## src/rtl/alarm_ring_ctrl.sv

```systemverilog
// Alarm match / ring / snooze controller driving a passive buzzer with a gated tone.
// Define SNOOZE_LIMIT_EN to cap accepted snoozes per alarm event at MAX_SNOOZE.
module alarm_ring_ctrl #(
  parameter int unsigned CLK_FREQ   = 50_000_000,
  parameter int unsigned TONE_DIV   = 12_500,
  parameter int unsigned RING_SEC   = 60,
  parameter int unsigned SNOOZE_SEC = 300,
  parameter int unsigned MAX_SNOOZE = 3
) (
  input  logic        clk,
  input  logic        rst,
  input  logic [23:0] time_bcd,
  input  logic [23:0] alarm,
  input  logic        alarm_ready,
  input  logic        tick_1s,
  input  logic        stop_filtered,
  input  logic        snooze_filtered,
  output logic        buzzer,
  output logic        ringing,
  output logic        alarm_hit,
  output logic [1:0]  alarm_state
);

  localparam int unsigned HALF_SEC = CLK_FREQ / 2;
  localparam int unsigned RC_W     = $clog2(RING_SEC) + 1;
  localparam int unsigned SN_W     = $clog2(SNOOZE_SEC) + 1;
  localparam int unsigned TD_W     = $clog2(TONE_DIV) + 1;
  localparam int unsigned GD_W     = $clog2(HALF_SEC) + 1;

  if (CLK_FREQ < 2 || TONE_DIV == 0 || RING_SEC == 0 || SNOOZE_SEC == 0 || MAX_SNOOZE == 0) begin : g_bad_param
    $error("alarm_ring_ctrl: parameters out of range");
  end

  typedef enum logic [1:0] {
    ST_IDLE   = 2'b00,
    ST_ARMED  = 2'b01,
    ST_RING   = 2'b10,
    ST_SNOOZE = 2'b11
  } state_t;

  state_t          state, state_n;
  logic            match_q;
  logic [RC_W-1:0] ring_cnt;
  logic [SN_W-1:0] snz_cnt;
  logic [TD_W-1:0] tone_cnt;
  logic [GD_W-1:0] gate_cnt;
  logic            tone, gate;

  logic valid_c, match_c, hit_c, ring_done_c, snz_done_c, snooze_ok_c;
  logic enter_ring_c, stay_ring_c;

  assign valid_c      = alarm_ready && (alarm != 24'hFFFFFF);
  assign match_c      = (time_bcd == alarm);
  assign hit_c        = match_c && !match_q;
  assign ring_done_c  = tick_1s && (ring_cnt == RC_W'(RING_SEC - 1));
  assign snz_done_c   = tick_1s && (snz_cnt == SN_W'(SNOOZE_SEC - 1));
  assign enter_ring_c = (state_n == ST_RING) && (state != ST_RING);
  assign stay_ring_c  = (state_n == ST_RING) && (state == ST_RING);

  // Next state; losing valid overrides every other event, stop beats snooze.
  always_comb begin
    state_n = state;
    if (!valid_c) begin
      state_n = ST_IDLE;
    end else begin
      unique case (state)
        ST_IDLE:   state_n = ST_ARMED;
        ST_ARMED:  if (hit_c) state_n = ST_RING;
        ST_RING: begin
          if (stop_filtered || ring_done_c)          state_n = ST_ARMED;
          else if (snooze_filtered && snooze_ok_c)   state_n = ST_SNOOZE;
        end
        ST_SNOOZE: begin
          if (stop_filtered)   state_n = ST_ARMED;
          else if (snz_done_c) state_n = ST_RING;
        end
      endcase
    end
  end

  always_ff @(posedge clk or posedge rst) begin
    if (rst) begin
      state       <= ST_IDLE;
      match_q     <= 1'b0;
      ring_cnt    <= '0;
      snz_cnt     <= '0;
      tone_cnt    <= '0;
      gate_cnt    <= '0;
      tone        <= 1'b0;
      gate        <= 1'b0;
      buzzer      <= 1'b0;
      ringing     <= 1'b0;
      alarm_hit   <= 1'b0;
      alarm_state <= 2'b00;
    end else begin
      state       <= state_n;
      match_q     <= match_c;
      alarm_state <= state_n;
      ringing     <= (state_n == ST_RING);
      alarm_hit   <= (state == ST_ARMED) && (state_n == ST_RING);
      // Registered from the current tone/gate, so the first high lands one cycle after entry.
      buzzer      <= stay_ring_c && tone && gate;

      if (enter_ring_c) begin
        ring_cnt <= '0;
        tone_cnt <= '0;
        gate_cnt <= '0;
        tone     <= 1'b1;
        gate     <= 1'b1;
      end else if (stay_ring_c) begin
        if (tick_1s) ring_cnt <= ring_cnt + RC_W'(1);
        if (tone_cnt == TD_W'(TONE_DIV - 1)) begin
          tone_cnt <= '0;
          tone     <= ~tone;
        end else begin
          tone_cnt <= tone_cnt + TD_W'(1);
        end
        if (gate_cnt == GD_W'(HALF_SEC - 1)) begin
          gate_cnt <= '0;
          gate     <= ~gate;
        end else begin
          gate_cnt <= gate_cnt + GD_W'(1);
        end
      end

      if ((state_n == ST_SNOOZE) && (state != ST_SNOOZE)) begin
        snz_cnt <= '0;
      end else if ((state == ST_SNOOZE) && (state_n == ST_SNOOZE) && tick_1s) begin
        snz_cnt <= snz_cnt + SN_W'(1);
      end
    end
  end

`ifdef SNOOZE_LIMIT_EN
  localparam int unsigned SC_W = $clog2(MAX_SNOOZE) + 1;
  logic [SC_W-1:0] snooze_cnt;

  // Accepted snoozes in the current alarm event; cleared whenever ARMED is re-entered.
  always_ff @(posedge clk or posedge rst) begin
    if (rst) begin
      snooze_cnt <= '0;
    end else if ((state_n == ST_ARMED) && (state != ST_ARMED)) begin
      snooze_cnt <= '0;
    end else if ((state == ST_RING) && (state_n == ST_SNOOZE)) begin
      snooze_cnt <= snooze_cnt + SC_W'(1);
    end
  end

  assign snooze_ok_c = (snooze_cnt < SC_W'(MAX_SNOOZE));
`else
  assign snooze_ok_c = 1'b1;
`endif

endmodule

```

## config.mk

```make
export PLATFORM = sky130hd
export DESIGN_NAME = alarm_ring_ctrl
export DESIGN_NICKNAME = d
export VERILOG_FILES = /design/src/rtl/alarm_ring_ctrl.sv
export SDC_FILE = /design/constraint.sdc
export NUM_CORES = 1
export LEC_CHECK = 0
export BUFFER_PORTS_ARGS = -buffer_cell sky130_fd_sc_hd__buf_2
export CAP_MARGIN = 40
export CORE_AREA = 2 2 92 94
export DETAILED_ROUTE_END_ITERATION = 10
export DIE_AREA = 0 0 94 96
export MAX_ROUTING_LAYER = met4
export PLACE_DENSITY = 0.75
export SLEW_MARGIN = 5
export SYNTH_ARGS = -nofsm -noshare
export SYNTH_HDL_FRONTEND = slang
export SYNTH_SLANG_ARGS = --single-unit
```

## constraint.sdc

```tcl
create_clock -name clk -period 2.35 [get_ports clk]
set_clock_uncertainty 0.1 [all_clocks]
set_input_delay 0.3525 -clock clk [delete_from_list [all_inputs] [get_ports clk]]
set_output_delay 0.3525 -clock clk [all_outputs]
set_load 0.1 [all_outputs]
```

### Yosys cells after proc, flatten, opt, wreduce, memory -nomap -nowiden

Cells that the tools add are included.

* bits in registers: 66
* bits of input ports: 54
* output and inout bits: 5
* logic and storage cells: 77

* bitwise logic cells: 2
* add/sub/neg operators: 4
* reductions and logical operators: 23
* muxes and demuxes: 24
* equality and inequality tests: 13

Operators by type and width (number)
* $mux W26: 3
* $mux W15: 3
* $add A26 B1 Y26 const B: 1
* $eq A26 B25 Y1 const B: 1
* $eq A24 B24 Y1: 1
* $ne A24 B24 Y1 const B: 1
* $mux W7: 3
* $mux W10: 2
* $add A15 B1 Y15 const B: 1
* $eq A15 B14 Y1 const B: 1
* $logic_and A1 B1 Y1: 12
* $mux W2: 6
* $add A10 B1 Y10 const B: 1
* $eq A10 B9 Y1 const B: 1
* $reduce_bool A2 Y1: 5
* $eq A2 B2 Y1 const B: 4
* $pmux W2 S4: 1
* $add A7 B1 Y7 const B: 1
* $eq A7 B6 Y1 const B: 1
* $mux W1: 6
* $reduce_and A2 Y1: 3
* $ne A2 B2 Y1 const B: 2
* $eq A2 B1 Y1 const B: 1
* $logic_not A2 Y1: 1
* other kinds (3): 4

### Logic depth before layout (Yosys ltp)

Gate-level depths: netlist (run 1).

* word-level depth: 11
* gate-level depth with buffers: 10

### Worst setup path before layout (run 1)

No wires, ideal clock.

* kind: reg-to-reg
* start point: register state[0]
* end point: register gate_cnt[15]
* cell stages (with the launch flop): 10
* data arrival time: 2861 ps
* path slack: -735 ps
* cells stage by stage: dfrtp_1 buf_2 nor4b_1 a311oi_1 and2b_1 nand2_2 and2_1 buf_6 buf_6 a211o_1

* cells in the longest elaborated chain, start to end: 7

Ends and longest elaborated chain
* start: declaration: line 41 `state_t state, state_n;`
* start signal: assignment: line 96 `state <= state_n;`
* $mux W2, on equally long branches: line 75, 71
* $mux W2, on equally long branches: line 74, 70
* $pmux W2 S4: line 66 `unique case (state)`
* $mux W2: line 63 `if (!valid_c) begin`
* $eq A2 B2 Y1: line 57, 58
* $logic_and A1 B1 Y1, on equally long branches: line 57, 58
* $mux W26 / $reduce_bool A2 Y1 (equally long branches)
* end signal: assignment: line 122 `gate_cnt <= gate_cnt + GD_W'(1);`
* end: declaration: line 46 `logic [GD_W-1:0] gate_cnt;`

Several ways; a longest one is shown, not always the timed one.
A chain may end at the register's enable or synchronous reset.

### Final worst setup path (run 1)

* start point: register snz_cnt[9]
* end point: register tone_cnt[6]

* cells in the longest elaborated chain, start to end: 9

Ends and longest elaborated chain
* start: declaration: line 44 `logic [SN_W-1:0] snz_cnt;`
* start signal: assignment: line 129 `snz_cnt <= snz_cnt + SN_W'(1);`
* $eq A10 B9 Y1 *: line 56 `assign snz_done_c = tick_1s && (snz_cnt == SN_W'(SNOOZE_SEC - 1));`
* $logic_and A1 B1 Y1 *: line 56
* $mux W2 *: line 75 `else if (snz_done_c) state_n = ST_RING;`
* $mux W2 *: line 74 `if (stop_filtered) state_n = ST_ARMED;`
* $pmux W2 S4 *: line 66
* $mux W2 *: line 63
* $eq A2 B2 Y1 *: line 57, 58
* $logic_and A1 B1 Y1, on equally long branches: line 57, 58
* $mux W15 / $reduce_bool A2 Y1 (equally long branches)
* end signal: assignment: line 116 `tone_cnt <= tone_cnt + TD_W'(1);`
* end: declaration: line 45 `logic [TD_W-1:0] tone_cnt;`

Mark *: on every way between the ends. The rest lies on a longest branch, timed or not.

==> results of run 1 <==
==> worst max-delay path by stage <==
stage,from,end,slack (ns),cells after the start
finish,snz_cnt[9],tone_cnt[6],-0.06,7
floorplan,state[0],gate_cnt[15],-0.17,9
global route,snz_cnt[9],tone_cnt[6],-0.13,7
global placement,alarm[18],ring_cnt[1],-0.15,7
CTS,snz_cnt[9],ring_cnt[1],-0.05,6
detailed placement,alarm[18],ring_cnt[4],-0.30,9
==> logic make-up after synthesis <==
logic type               share of synthesized area [%]
buffers and inverters                             3.33
AND/OR/NAND/NOR                                   28.2
XOR/XNOR                                          5.61
flip-flops                                        40.7
multiplexers                                     0.493
adder cells (fa/ha/maj)                           1.23
AO/OA/AOI/OAI                                     20.5
==> Yosys cell counts (10+ instances only) <==
cell type / instances / area share [%]
dfrtp_1: 66 / 41
nand2_1: 45 / 4.2
nand3_1: 28 / 3.5
xor2_1: 26 / 5.6
o21ai_0: 25 / 3.1
and3_1: 22 / 3.4
a21oi_1: 20 / 2.5
nand4_1: 19 / 2.9
nor2_1: 18 / 1.7
nor3_1: 16 / 2.0
nor4_1: 14 / 2.2
a31oi_1: 12 / 1.8
clkbuf_1: 11 / 1.0
inv_1: 10 / 0.92
o31ai_1: 10 / 1.8
==> stage by stage <==
stage | TNS, ns | setup slack, ns | hold slack, ns | cells | util, %
finish | -0.563 | -0.0597 | 0.230 | 697 | 68.9
global route | -2.25 | -0.132 | 0.240 | 697 | 68.9
CTS | -0.303 | -0.0503 | 0.222 | 693 | 66.1
detailed placement | -8.25 | -0.296 | 0.220 | 672 | 61.9
global placement | -3.54 | -0.154 | 0.220 | 672 | 61.9
floorplan | -4.96 | -0.167 | 0.340 | 454 | -
==> flip-flops by register name, summed over array words and instances, names as in the netlist, 2 cells and up <==
signal / count
gate_cnt: 26
state: 2
tone_cnt: 15
ring_cnt: 7
snz_cnt: 10
==> tightest hold or removal path: stages <==
cell and delay (ns):
buf_2 0.15, nand2_1 0.07, o2bb2ai_1 0.07
==> cell type report <==
type	count	area (um2)	area share (%)
inverter	10	40.0	0.722
sequential	66	1650	29.8
tap	105	131	2.37
clock inverter	4	25.0	0.451
multi-input combinational	362	2580	46.5
timing repair buffer	138	951	17.1
clock buffer	12	165	2.98
==> timing repair <==
action                                 CTS  global route
pin swaps                                7            19
hold buffers                             1             0
endpoints found under the hold margin   12             0
resized for setup                       24            42
setup endpoints to repair               41            45
setup buffers                            1             3
cloned                                   3             1
==> power by group through the flow <==
stage,logic (mW),clock network (mW),registers (mW)
CTS,0.182,0.933,1.15
global route,0.206,0.984,1.16
detailed placement,0.178,0,1.18
global placement,0.174,0,1.18
floorplan,0.0741,0,1.18
finish,0.188,0.928,1.16
==> metal layers <==
metal / wire (um) / up-vias
met5: 0 / -
met4: 272 / 0
met3: 817 / 34
met2: 6010 / 226
met1: 5310 / 2097
li1: - / 1996
==> cell usage in the layout (no fill, tap or decap), drive strengths merged, types with 3 or more instances in the layout <==
master,instances
ha,4
nand2,46
o21ai,26
o22a,5
nand4,19
or3,5
a221o,3
or4b,3
dfrtp,66
nor3,17
nor4,14
nor3b,3
o21a,4
a211o,7
a21o,8
a31oi,12
a21boi,5
nand2b,8
or4,3
nor2,18
clkbuf,12
inv,10
a21oi,20
buf,137
and4,3
xor2,26
and3,22
o31ai,10
or2,4
a2bb2oi,4
and2,5
a22o,4
nand3,28
==> qor.csv, run 1 <==
stage;metric;value;unit
drt;Vias/cell;6.25;
worst_hold_path;HP Start;tick_1s;
drt;1st-iter DRT viols;394;
floorplan;Die Area;9020;um2
yosys;synthesized cell area;4060;um2
setup_path;Worst Path Required;2.49;ns
cells_and_area;post-route cell area;5550;um2
worst_hold_path;Worst Hold End;snz_cnt[1];
global_routing;met2 GRT Util;44.6;%
global_routing;first-pass GRT wire length;19400;um
yosys;number of distinct library cells after synthesis;60;
sta;Max Freq;0.415;GHz
setup_path;CP endpoint kind;register;
sta;worst rel slew slack;51.6;%
power_and_ir_drop;clock share of power;40.9;%
floorplan;core area;8050;um2
cells_and_area;nets;645;
sta;Least-Margin Pin Slew;0.719;ns
power_and_ir_drop;sequential share of power;50.9;%
placed_design;IO Port Bufs;58;
setup_path;CP delay by family, top;simple AND/OR/NAND/NOR gates;
clock_tree;CTS H-tree lvls;3;
setup_path;Reg-to-Reg End;tone_cnt[6];
sta;final worst path period share;103;%
yosys;post-synthesis sequential area ratio;40.7;%
power_and_ir_drop;Pwr Total;2.27;mW
clock_tree;CTS Root Cell;clkbuf_8;
clock_tree;Clock Path Buffers;2;
sta;RSZ-0062 raised after global routing;yes;
yosys;#FFs+latches synth;66;
floorplan;row cnt;33;
setup_path;crit path launch type;register;
outcome;outcome;finished with violations;
global_routing;largest net degree at the start of global routing;55;
floorplan;Initial Utilization;50.4;%
drt;WL/cell;17.8;um
clock_tree;# clock sinks;66;
setup_path;worst path bufs/invs;1;
cells_and_area;share of layout cells above drive strength 1;35.6;%
power_and_ir_drop;Psw;0.575;mW
setup_path;Reg2Reg Depth;7;
drt;final WL;12400;um
yosys;Synth Warn #;0;
global_routing;M1 GR Usage;36.7;%
sta;pins over their slew limit;0;
drt;DRT Pass-1 Iters;7;
worst_hold_path;Worst Hold Depth;3;
setup_path;CP arrival;2.55;ns
global_routing;vias in the first global route;4109;
yosys;share of flip-flops with an asynchronous set or reset;100;%
yosys;cell count after synthesis;454;
floorplan;die width;94;um
yosys;Most used DFF post-synth;dfrtp_1;
power_and_ir_drop;internal power;1.70;mW
setup_path;CP Max Fanout;14;
drt;DRC errors left;0;
yosys;syn_area_per_cell;8.94;um2
yosys;Synth Net Count;512;
power_and_ir_drop;leakage;2.51;nW
sta;crit path time final;2.41;ns
cells_and_area;Syn-to-layout area delta;36.6;%
global_routing;global-route usage over all layers;28.1;%
drt;antenna-violating nets left;0;
sta;final hold viol count;0;
power_and_ir_drop;pwr dens;409;nW/um2
run;Max Cap Viol;0;
outcome;violated checks;setup timing;
placed_design;DP Wirelength;8290;um
cells_and_area;ant diodes;0;
yosys;Post-synth EDFFs;0;
power_and_ir_drop;VDD IR max;0.000260;V
sta;Setup violations, final;20;
clock_tree;TritonCTS clock tree;yes;
setup_path;slowest CP cell;or4b_1;
floorplan;Top-Level Pins;59;
worst_hold_path;Hold Crit Class;in -> reg;
setup_path;Worst R2R Setup Slack;-0.06;ns
global_routing;initial antenna violation count;0;
setup_path;CP Cell Sequence;or4b_1 -> o32a_1 -> and2b_2 -> nand2_4 -> buf_6 -> a22o_1 -> a21o_1;
cells_and_area;filler instances;610;
setup_path;CP peak stage delay;0.52;ns
placed_design;Placer Congestion;0.953;
setup_path;r2r startpoint;snz_cnt[9];
drt;detailed-route via count;4353;
sta;worst setup margin;-0.0597;ns
global_routing;busiest metal layer after global routing;met2;
clock_tree;clk_lat worst skew;0.35;ns
global_routing;GR Overflow Total;0;
clock_tree;clock slew at reported path FFs;0.08;ns
setup_path;Setup CP Type;reg -> reg;
floorplan;height of the die;96;um
power_and_ir_drop;switching share of power;25.3;%
power_and_ir_drop;Comb power frac;8.3;%
placed_design;Placement Cell Area;4990;um2
global_routing;met3 Resource Use GR;4.62;%
clock_tree;total CTS buffers;9;
Note: power is estimated with default switching activity, not from simulation.
==> run 2: changes to the inputs <==
--- a/constraint.sdc
+++ b/constraint.sdc
@@ -3,3 +3,3 @@
 set_input_delay 0.3525 -clock clk [delete_from_list [all_inputs] [get_ports clk]]
 set_output_delay 0.3525 -clock clk [all_outputs]
-set_load 0.1 [all_outputs]
+set_load 0.02 [all_outputs]
==> qor.csv, run 2 (synthesis gave the netlist of run 1 again) <==
stage;metric;value;unit
cells_and_area;final core occ;66.6;%
sta;RSZ-0062 raised after global routing;yes;
floorplan;die width;94;um
cells_and_area;total area of sequential cells;1650;um2
global_routing;largest net degree at the start of global routing;35;
cells_and_area;Largest regs;gate_cnt: 26 flops, tone_cnt: 15 flops, snz_cnt: 10 flops;
floorplan;row cnt;33;
drt;antenna-violating nets left;0;
setup_path;CP arrival;2.58;ns
setup_path;Worst Path Required;2.49;ns
placed_design;dpl ws;-0.176;ns
global_routing;initial antenna violation count;0;
drt;1st-iter DRT viols;346;
sta;worst rel slew slack;62.0;%
drt;detailed-route via count;4216;
cells_and_area;nets;633;
placed_design;IO Port Bufs;58;
cells_and_area;Finished Layout Cells;685;
clock_tree;total CTS buffers;9;
global_routing;global-route usage over all layers;27.7;%
cells_and_area;share of layout cells above drive strength 1;31.0;%
clock_tree;CTS Root Cell;clkbuf_8;
clock_tree;TritonCTS clock tree;yes;
power_and_ir_drop;VDD IR max;0.000262;V
global_routing;GR Overflow Total;0;
cells_and_area;commonest cells after routing, fill and taps aside;dfrtp_1, buf_2, buf_4;
setup_path;Setup CP Type;reg -> reg;
cells_and_area;Multi-input gate area;2440;um2
setup_path;CP endpoint kind;register;
drt;WL/cell;17.1;um
drt;DRC errors left;0;
placed_design;DP Wirelength;8030;um
sta;Least-Margin Pin Slew;0.565;ns
sta;Max Freq;0.409;GHz
floorplan;height of the die;96;um
outcome;outcome;finished with violations;
drt;Vias/cell;6.15;
drt;DRT Pass-1 Iters;5;
clock_tree;clk_lat worst skew;0.35;ns
cells_and_area;filler instances;644;
sta;Setup violations, final;33;
floorplan;core area;8050;um2
global_routing;vias in the first global route;4155;
cells_and_area;Syn-to-layout area delta;32.1;%
global_routing;first-pass GRT wire length;19200;um
cells_and_area;ant diodes;0;
cells_and_area;commonest non-fill, non-tap cell in the layout;dfrtp_1;
floorplan;Top-Level Pins;59;
sta;crit path time final;2.44;ns
placed_design;Placed Cells;661;
sta;final worst path period share;104;%
outcome;violated checks;setup timing;
floorplan;Initial Utilization;50.4;%
setup_path;Worst R2R Setup Slack;-0.09;ns
power_and_ir_drop;pwr dens;418;nW/um2
cells_and_area;max reg flops;26;
setup_path;crit path launch type;register;
cells_and_area;Biggest register;gate_cnt;
worst_hold_path;Hold Crit Class;in -> reg;
power_and_ir_drop;leakage;2.45;nW
placed_design;Placer Congestion;0.934;
clock_tree;CTS H-tree lvls;3;
clock_tree;clock slew at reported path FFs;0.08;ns
floorplan;Die Area;9020;um2
sta;pins over their slew limit;0;
setup_path;CP Max Fanout;7;
sta;final hold viol count;0;
drt;final WL;11700;um
clock_tree;# clock sinks;66;
clock_tree;Clock Path Buffers;2;
sta;setup TNS;-1.38;ns
sta;worst setup margin;-0.0934;ns
run;Max Cap Viol;0;
run 2: worst paths after layout:
check / startpoint / cells after the start / end
setup / recovery: snz_cnt[9] / 7 / gate_cnt[15]
hold / removal: tick_1s / 3 / snz_cnt[1]
setup reg to reg: snz_cnt[9] / 7 / gate_cnt[15]
hold reg to reg: ring_cnt[4] / 1 / ring_cnt[4]
max in group asynchronous: rst / 4 / match_q
min in group asynchronous: rst / 3 / snz_cnt[0]
run 2: area by class of cell:
type / instances / area share, %
multi-input cells: 361 / 45.6
flip-flops and latches: 66 / 30.8
repair buffers: 127 / 16.9
clock buffers: 12 / 3.08
well taps: 105 / 2.45
inverters: 10 / 0.747
clock inverters: 4 / 0.467
run 2: stage by stage:
stage	hold WS [ns]	cell area (um2)	power, mW
after floorplan	0.344	4090	1.25
after global placement	0.241	4910	1.34
after detailed placement	0.249	4910	1.35
after CTS	0.203	5190	2.25
after global routing	0.232	5360	2.33
final	0.213	5360	2.24
run 2: where the power goes:
| part | total [mW] | leakage (nW) | switching (mW) | internal [mW] |
|---|---|---|---|---|
| Combinational | 0.179 | 1.48 | 0.0928 | 0.0863 |
| Sequential | 1.16 | 0.870 | 0.0106 | 1.14 |
| Clock | 0.908 | 0.0944 | 0.443 | 0.466 |
| Total | 2.24 | 2.45 | 0.546 | 1.70 |
run 2: per-layer routing:
metal / part of all wire, % / global-route usage [%] / up-vias
met5: 0 / - / -
met1: 43 / 34.6 / 2060
met2: 51 / 45.8 / 158
met3: 5.1 / 4.70 / 23
met4: 1.7 / 9.90 / 0
li1: - / - / 1975
run 2: worst max-delay path: stages (launching register included):
cell     delay, ns
dfrtp_1       0.39
or4b_1        0.52
o32a_1        0.34
and2b_2       0.28
nand2_2       0.09
and2_4        0.23
buf_12        0.14
a211o_1       0.24
run 2: what timing repair did:
action / 4_1_cts / 5_1_grt
pin swaps: 4 / 18
gates cloned: 1 / 2
hold buffers: 1 / 0
endpoints found under the setup margin: 37 / 47
resized for setup: 14 / 31
buffers inserted: 2 / 2
hold endpoints to repair: 14 / 0
==> run 3: changes to the inputs <==
CELL_PAD_IN_SITES_DETAIL_PLACEMENT = 2   (was unset)
CELL_PAD_IN_SITES_GLOBAL_PLACEMENT = 2   (was unset)
CORE_AREA = 2 2 116 118   (was 2 2 92 94)
DIE_AREA = 0 0 118 120   (was 0 0 94 96)
PLACE_DENSITY = 0.76   (was 0.75)
==> qor.csv, run 3 (synthesis gave the netlist of run 1 again) <==
stage;metric;value;unit
cells_and_area;commonest non-fill, non-tap cell in the layout;buf_4;
cells_and_area;max reg flops;26;
drt;antenna-violating nets left;0;
floorplan;core area;13000;um2
sta;pins over their slew limit;0;
power_and_ir_drop;clock share of power;50.6;%
clock_tree;total CTS buffers;9;
global_routing;first-pass GRT wire length;27800;um
power_and_ir_drop;Comb power frac;7.1;%
cells_and_area;Biggest register;gate_cnt;
clock_tree;# clock sinks;66;
setup_path;Setup CP Type;reg -> reg;
global_routing;initial antenna violation count;0;
drt;1st-iter DRT viols;219;
placed_design;IO Port Bufs;58;
global_routing;GR Overflow Total;0;
cells_and_area;share of layout cells above drive strength 1;36.3;%
placed_design;Placed Cells;751;
clock_tree;clk_lat worst skew;0.36;ns
power_and_ir_drop;pwr dens;465;nW/um2
floorplan;row cnt;42;
setup_path;Worst Path Required;2.54;ns
cells_and_area;ant diodes;0;
setup_path;CP peak stage delay;0.53;ns
sta;Setup violations, final;46;
sta;final worst path period share;107;%
power_and_ir_drop;internal power;2.08;mW
setup_path;CP Cell Sequence;or4b_1 -> o32a_1 -> and2b_2 -> nand3_1 -> buf_6 -> buf_4 -> nor3_1 -> a211o_1;
power_and_ir_drop;switching share of power;24.2;%
drt;detailed-route via count;4426;
power_and_ir_drop;Pwr Total;2.74;mW
outcome;outcome;finished with violations;
setup_path;CP endpoint kind;register;
placed_design;Placer Congestion;0.835;
cells_and_area;nets;655;
sta;final hold viol count;0;
floorplan;Die Area;14200;um2
setup_path;slowest CP cell;or4b_1;
setup_path;crit path launch type;register;
setup_path;CP arrival;2.70;ns
clock_tree;CTS H-tree lvls;3;
sta;worst setup margin;-0.159;ns
cells_and_area;Finished Layout Cells;777;
drt;DRC errors left;0;
sta;worst rel slew slack;50.8;%
cells_and_area;Largest regs;gate_cnt: 26 flops, tone_cnt: 15 flops, snz_cnt: 10 flops;
setup_path;worst path bufs/invs;2;
clock_tree;CTS Root Cell;clkbuf_16;
power_and_ir_drop;Psw;0.662;mW
clock_tree;Clock Path Buffers;2;
floorplan;Initial Utilization;31.3;%
sta;Max Freq;0.399;GHz
cells_and_area;Syn-to-layout area delta;44.9;%
drt;DRT Pass-1 Iters;4;
cells_and_area;commonest cells after routing, fill and taps aside;buf_4, dfrtp_1, buf_2;
floorplan;Top-Level Pins;59;
sta;setup TNS;-3.46;ns
outcome;violated checks;setup timing;
power_and_ir_drop;leakage;2.65;nW
clock_tree;TritonCTS clock tree;yes;
floorplan;height of the die;120;um
sta;RSZ-0062 raised after global routing;yes;
run;Max Cap Viol;0;
drt;Vias/cell;5.70;
drt;WL/cell;22.0;um
global_routing;vias in the first global route;5125;
sta;crit path time final;2.51;ns
worst_hold_path;Hold Crit Class;in -> reg;
power_and_ir_drop;sequential share of power;42.2;%
global_routing;largest net degree at the start of global routing;33;
setup_path;CP delay by family, top;simple AND/OR/NAND/NOR gates;
placed_design;DP Wirelength;11500;um
setup_path;CP Max Fanout;11;
drt;final WL;17100;um
floorplan;die width;118;um
clock_tree;clock slew at reported path FFs;0.06;ns
sta;Least-Margin Pin Slew;0.732;ns
global_routing;global-route usage over all layers;25.5;%
power_and_ir_drop;VDD IR max;0.000327;V
## run 3: changes by cell type in the layout (fill, tap and decap cells not counted), sizes merged
cell / before / now
buf: 125 / 148
clkinvlp: 2 / 0
bufinv: 0 / 1
clkbuf: 13 / 12
## run 3: power by group through the flow
stage / clock (mW) / combinational (mW) / sequential (mW)
CTS: 1.39 / 0.194 / 1.16
finish: 1.39 / 0.195 / 1.16
detailed placement: 0 / 0.190 / 1.18
floorplan: 0 / 0.0726 / 1.18
global placement: 0 / 0.180 / 1.17
global route: 1.44 / 0.215 / 1.16
## run 3: through the flow
| stage | setup slack (ns) | cell area [um2] | hold WS (ns) | utilization [%] |
|---|---|---|---|---|
| after global placement | -0.197 | 5140 | 0.333 | 39.6 |
| final | -0.159 | 5880 | 0.296 | 45.3 |
| after global routing | -0.198 | 5880 | 0.321 | 45.3 |
| after detailed placement | -0.286 | 5140 | 0.347 | 39.6 |
| after floorplan | -0.0783 | 4090 | 0.344 | - |
| after CTS | -0.130 | 5700 | 0.284 | 43.9 |
## run 3: cell type report
class | count | area (um2)
multi-input combinational | 361 | 2620
timing repair buffer | 149 | 1060
fill | 1391 | 7100
clock inverter | 3 | 40.0
sequential | 66 | 1650
tap | 176 | 220
clock buffer | 12 | 246
inverter | 10 | 42.5
## run 3: path summary, 6_finish.rpt
path                                 start           end  cells past startpoint  slack, ns
worst max-delay path            snz_cnt[7]  gate_cnt[19]                      8      -0.16
worst min-delay path               tick_1s    snz_cnt[2]                      3       0.30
worst max register to register  snz_cnt[7]  gate_cnt[19]                      8      -0.16
worst min register to register  snz_cnt[3]    snz_cnt[3]                      1       0.44
max in group asynchronous              rst  tone_cnt[10]                      4       1.03
min in group asynchronous              rst  gate_cnt[16]                      3       0.51
## run 3: worst reg2reg max path: cells and delay by family (launching register included)
family,cells,cell delay (ns)
flops,1,0.38
compound gates,2,0.48
buf+inv,2,0.37
simple gates,4,1.11
## run 3: timing repair
item | CTS | global route
pin swaps | 10 | 12
resized for setup | 39 | 35
setup buffers | 5 | 3
endpoints found under the setup margin | 46 | 56
gates cloned | 2 | 0
hold endpoints to repair | 22 | 0
hold buffers | 1 | 0
## run 3: metal layers
metal,vias to the layer above,part of all wire (%),GRT usage (%)
met5,-,0,-
met4,0,2.5,8.51
met3,33,2.8,3.52
met2,95,52,45.9
met1,2288,43,29.2
li1,2010,-,-
